===== config.mk =====
export PLATFORM = sky130hd
export DESIGN_NAME = pc_gen_unit
export DESIGN_NICKNAME = d
export VERILOG_FILES = /design/src/rtl/pc_gen_unit.sv
export SDC_FILE = /design/constraint.sdc
export NUM_CORES = 1
export LEC_CHECK = 0
export BUFFER_PORTS_ARGS = -buffer_cell sky130_fd_sc_hd__buf_4
export CAP_MARGIN = 20
export CORE_AREA = 5 5 191 193
export CTS_CLUSTER_SIZE = 24
export DETAILED_ROUTE_END_ITERATION = 7
export DIE_AREA = 0 0 196 198
export GPL_TIMING_DRIVEN = 1
export PLACE_DENSITY_LB_ADDON = 0.1
export SLEW_MARGIN = 20
export SYNTH_ARGS = -nofsm -noshare
export SYNTH_HDL_FRONTEND = slang
export SYNTH_SLANG_ARGS = --single-unit

===== constraint.sdc =====
create_clock -name clk -period 6.55 [get_ports clk]
set_clock_uncertainty 0.15 [all_clocks]
set_input_delay 0.655 -clock clk [delete_from_list [all_inputs] [get_ports clk]]
set_output_delay 0.655 -clock clk [all_outputs]
set_load 0.02 [all_outputs]

===== src/rtl/pc_gen_unit.sv =====
// Registered next-PC generator: owns the fetch PC, resolves RV64I branch/jump
// redirects from execute, traps misaligned targets and handles ebreak halt/restart.
//
// state | meaning
// BOOT  | out of reset, fetch_valid low, waits for the first enabled edge
// RUN   | presenting fetch_pc, advancing on handshake or redirect
// HALT  | stopped by ebreak, waits for restart
module pc_gen_unit #(
    parameter int              XLEN           = 64,
    parameter logic [XLEN-1:0] RESET_PC       = 64'h8000_0000,
    parameter logic [XLEN-1:0] TRAP_VEC       = 64'h8000_0000,
    parameter int              IALIGN         = 32,
    parameter int              HALT_ON_EBREAK = 1,
    parameter int              CNT_W          = 32
) (
    input  logic             clk,
    input  logic             rst_n,
    input  logic             ena,
    output logic             fetch_valid,
    input  logic             fetch_ready,
    output logic [XLEN-1:0]  fetch_pc,
    input  logic             ex_valid,
    input  logic [XLEN-1:0]  ex_pc,
    input  logic             br_en,
    input  logic [2:0]       br_funct3,
    input  logic [XLEN-1:0]  br_rs1,
    input  logic [XLEN-1:0]  br_rs2,
    input  logic             jump,
    input  logic             jalr,
    input  logic [XLEN-1:0]  jalr_base,
    input  logic [XLEN-1:0]  imm,
    input  logic             ebreak,
    input  logic             restart,
    output logic             flush,
    output logic             halted,
    output logic             exc_valid,
    output logic [XLEN-1:0]  exc_tval,
    output logic [CNT_W-1:0] redirect_cnt
);

    typedef enum logic [1:0] {
        BOOT = 2'd0,
        RUN  = 2'd1,
        HALT = 2'd2
    } state_t;

    state_t          state;
    logic [XLEN-1:0] pc;
    logic            flush_q;
    logic            exc_q;

    logic            br_taken;
    logic [XLEN-1:0] rel_tgt;
    logic [XLEN-1:0] jalr_sum;
    logic [XLEN-1:0] jalr_tgt;
    logic [XLEN-1:0] redir_tgt;
    logic            redir;
    logic            misaligned;

    always_comb begin
        br_taken = 1'b0;
        case (br_funct3)
            3'b000:  br_taken = (br_rs1 == br_rs2);
            3'b001:  br_taken = (br_rs1 != br_rs2);
            3'b100:  br_taken = ($signed(br_rs1) <  $signed(br_rs2));
            3'b101:  br_taken = ($signed(br_rs1) >= $signed(br_rs2));
            3'b110:  br_taken = (br_rs1 <  br_rs2);
            3'b111:  br_taken = (br_rs1 >= br_rs2);
            default: br_taken = 1'b0;
        endcase
    end

    assign rel_tgt   = ex_pc + imm;
    assign jalr_sum  = jalr_base + imm;
    assign jalr_tgt  = {jalr_sum[XLEN-1:1], 1'b0};
    // A taken branch outranks a jump asserted in the same cycle.
    assign redir     = (br_en && br_taken) || jump;
    assign redir_tgt = (br_en && br_taken) ? rel_tgt : (jalr ? jalr_tgt : rel_tgt);
    assign misaligned = (IALIGN == 16) ? redir_tgt[0] : (redir_tgt[1:0] != 2'b00);

    always_ff @(posedge clk) begin
        if (!rst_n) begin
            state        <= BOOT;
            pc           <= RESET_PC;
            flush_q      <= 1'b0;
            exc_q        <= 1'b0;
            exc_tval     <= '0;
            redirect_cnt <= '0;
        end else if (ena) begin
            flush_q <= 1'b0;
            exc_q   <= 1'b0;
            case (state)
                BOOT: state <= RUN;
                RUN: begin
                    if (ex_valid && ebreak) begin
                        flush_q <= 1'b1;
                        if (HALT_ON_EBREAK != 0) state <= HALT;
                        else                     pc    <= RESET_PC;
                    end else if (ex_valid && redir) begin
                        flush_q <= 1'b1;
                        if (misaligned) begin
                            pc       <= TRAP_VEC;
                            exc_q    <= 1'b1;
                            exc_tval <= redir_tgt;
                        end else begin
                            pc           <= redir_tgt;
                            redirect_cnt <= redirect_cnt + CNT_W'(1);
                        end
                    end else if (fetch_ready) begin
                        pc <= pc + XLEN'(4);
                    end
                end
                HALT: begin
                    if (restart) begin
                        pc      <= RESET_PC;
                        state   <= RUN;
                        flush_q <= 1'b1;
                    end
                end
                default: state <= BOOT;
            endcase
        end
    end

    // Pulses are masked while frozen so a held pulse register is not seen twice.
    assign flush       = flush_q & ena;
    assign exc_valid   = exc_q & ena;
    assign fetch_valid = (state == RUN);
    assign halted      = (state == HALT);
    assign fetch_pc    = pc;

endmodule


==> flow_metrics.env <==
export IMPL_outcome="finished clean"
export IMPL_place_inst=3346
export IMPL_maxSlewHeadroom_pct=26.5
export IMPL_cts_buffers=17
export IMPL_gp_congestion=0.985
export IMPL_cts_resized=0
export IMPL_max_freq_mhz=195
export IMPL_synthAdderAreaFrac_pct=13.9
export IMPL_hold_violations=0
export IMPL_drcViolationCount=0
export IMPL_cts_sinks=164
export IMPL_drv_cap=0
export IMPL_synth_cell_area_um2=17800
export IMPL_finalInstanceArea_um2=22400
export IMPL_fillCellCount=3105
export IMPL_vias_per_cell=6.35
export IMPL_chipWidth_um=196
export IMPL_critPathKind="in -> reg"
export IMPL_tightest_slew_ns=1.10
export IMPL_cts_root_buf="clkbuf_16"
export IMPL_final_max_slew_viol_count=0
export IMPL_finalCritPeriodShare_pct=78.5
export IMPL_syn_inst=2486
export IMPL_power_leakage_nw=9.99
export IMPL_total_power_mw=3.65
export IMPL_period_minus_slack_ns=5.14
export IMPL_htreeDepth=4
export IMPL_fin_cells=3379
export IMPL_synth_edf_count=0
export IMPL_num_rows=68
export IMPL_drt_initial_drc_count=2457
export IMPL_antenna_found_initial=1
export IMPL_cpPeakStageDelay_ns=0.71
export IMPL_grt_pass1_wl_um=112000
export IMPL_grtUsageMet3_pct=5.70
export IMPL_grt_setup_unrepaired="false"
export IMPL_layout_commonest_cell="buf_4"
export IMPL_io_buffer_count=496
export IMPL_synthXorXnorAreaFrac_pct=7.43
export IMPL_place_area_um2=21900
export IMPL_drt_wirelength_per_cell_um=22.0
export IMPL_grt_max_degree=106
export IMPL_irDropWorstVdd_v=0.000180
export IMPL_fin_tns_setup_ns=0
export IMPL_min_path_type="reg -> reg"
export IMPL_seq_area_frac_synth_pct=18.4
export IMPL_wirelength_um=74200
export IMPL_ys_ff_latch=164
export IMPL_finalNetCount=3439
export IMPL_setup_viol=0
export IMPL_overflow=0
export IMPL_clkTransAtPathRegs_ns=0.07
export IMPL_cpMostUsedCell="buf_4"
export IMPL_core_um2=34400
export IMPL_gr_usage_met2_pct=60.0
export IMPL_grt_met1_usage_pct=46.8
export IMPL_layout_common_cells="buf_4, nand2_1, a21oi_1, nor2_1, ha_1"
export IMPL_postCtsSetupBuffers=0
export IMPL_clock_path_buffers=2
export IMPL_drt_pass1_iterations=6
export IMPL_ioPinCount=497
export IMPL_fin_ws_ns=1.41
export IMPL_tritoncts="yes"
export IMPL_area_growth_pct=26.0
export IMPL_ys_async_sr_fraction_pct=0
export IMPL_post_place_ws_ns=1.07
export IMPL_rrSetupSlack_ns=2.84
export IMPL_arrival_ns=5.34
export IMPL_grt_pass1_vias=20200
export IMPL_yosys_area_share_simple_pct=23.0
export IMPL_cp_max_fo=37
export IMPL_layout_drive_gt1_share_pct=20.1
export IMPL_busiest_layer="met2"
export IMPL_crit_buf_inv=2
export IMPL_synth_warnings=0
export IMPL_yosysUniqueCellTypes=85
export IMPL_dieArea_um2=38800
export IMPL_vias=21400
export IMPL_holdWs_ns=0.322
export IMPL_cp_start_kind="primary input"
export IMPL_crit_family="simple AND/OR/NAND/NOR gates"
export IMPL_avgSynthCellArea_um2=7.16
export IMPL_syn_nets=3015
export IMPL_crit_path_end_kind="flop"
export IMPL_synth_mux_area_share_pct=1.18
export IMPL_initial_core_util_pct=51.8
export IMPL_clk_latency_ns=0.43
export IMPL_cp_slowest_cell="or4_1"
export IMPL_die_y_um=198
export IMPL_crit_required_ns=6.75
export IMPL_synth_compound_area_share_pct=30.9
export IMPL_place_hpwl_um=61500
export IMPL_grt_usage_pct=35.8
export IMPL_synth_top_family_by_area="compound AO/OA/AOI/OAI gates"
export IMPL_path_cells="buf_4 > ha_1 > nand4_1 > nor3_1 > a221o_1 > o31a_1 > or3_4 > or4_1 > a41o_1 > o21ai_2 > buf_4 > nand3_1 > or2_2 > a31oi_1"
export IMPL_hold_buffers=0
export IMPL_synthFlopType="dfxtp_1"
export IMPL_p_per_area_nw_per_um2=163
export IMPL_final_util_pct=65.3
export IMPL_final_antenna_net_count=0
## cell usage after synthesis, types with 24 or more instances
master	instances	area [µm²]
nor3_1	55	275
nor2b_1	24	150
xor2_1	62	543
ha_1	194	2430
nor2_1	242	908
o21a_1	36	270
a21oi_1	243	1220
nand4_1	55	344
nand2_1	258	968
a31oi_1	35	219
xnor2_1	89	780
o21ai_0	179	896
a21o_1	69	518
dfxtp_1	164	3280
clkbuf_1	96	360
and3_1	28	175
a211oi_1	60	450
inv_1	120	450
nand3_1	90	450
## layout make-up
type	instances	area [µm²]	area share, %
Multi-Input combinational cell	2083	13600	60.7
Tap cell	455	569	2.54
Clock inverter	15	141	0.630
Inverter	120	450	2.01
Timing Repair Buffer	524	3960	17.6
Antenna cell	1	2.50	0.0111
Sequential cell	164	3280	14.6
Clock buffer	17	425	1.89
## cell families after synthesis
kind of cell             after synthesis
flip-flops                           164
AND/OR/NAND/NOR                      866
XOR/XNOR                             151
buffers and inverters                239
multiplexers                          21
adder cells (fa/ha/maj)              196
AO/OA/AOI/OAI                        849
## layer usage
layer,share of wire [%],vias up,wire length [µm]
li1,-,10000,-
met1,40,9922,30000
met2,46,1288,34000
met3,9.5,195,7020
met4,4.3,0,3180
met5,0,-,0
## power breakdown
part           internal, mW  total, mW  switching [mW]
combinational         0.631       1.63           0.996
clock                 0.533      0.978           0.445
sequential             1.02       1.05          0.0299
total                  2.18       3.65            1.47
## registers in the layout (all words and copies together) (netlist names)
name	cells
exc_tval	64
fetch_pc	64
redirect_cnt	32
state	2
exc_q	1
flush_q	1
## worst paths after layout
| check | start | depth (start not counted) | endpoint |
|---|---|---|---|
| max reg2reg | redirect_cnt[2] | 11 | redirect_cnt[31] |
| min | exc_tval[31] | 2 | exc_tval[31] |
| min reg2reg | exc_tval[31] | 2 | exc_tval[31] |
| max | br_rs1[46] | 14 | fetch_pc[36] |
## worst reg2reg max path, cell delays in order (launching register included)
cell     delay, ns
dfxtp_1       0.43
and4_1        0.28
and3_1        0.25
and4_1        0.31
and4_1        0.27
nand2_1       0.09
or4_1         0.58
nor2_1        0.29
and3_1        0.27
nand3_1       0.14
or4_1         0.42
a21oi_1       0.16
(Power assumes the default switching activity.)
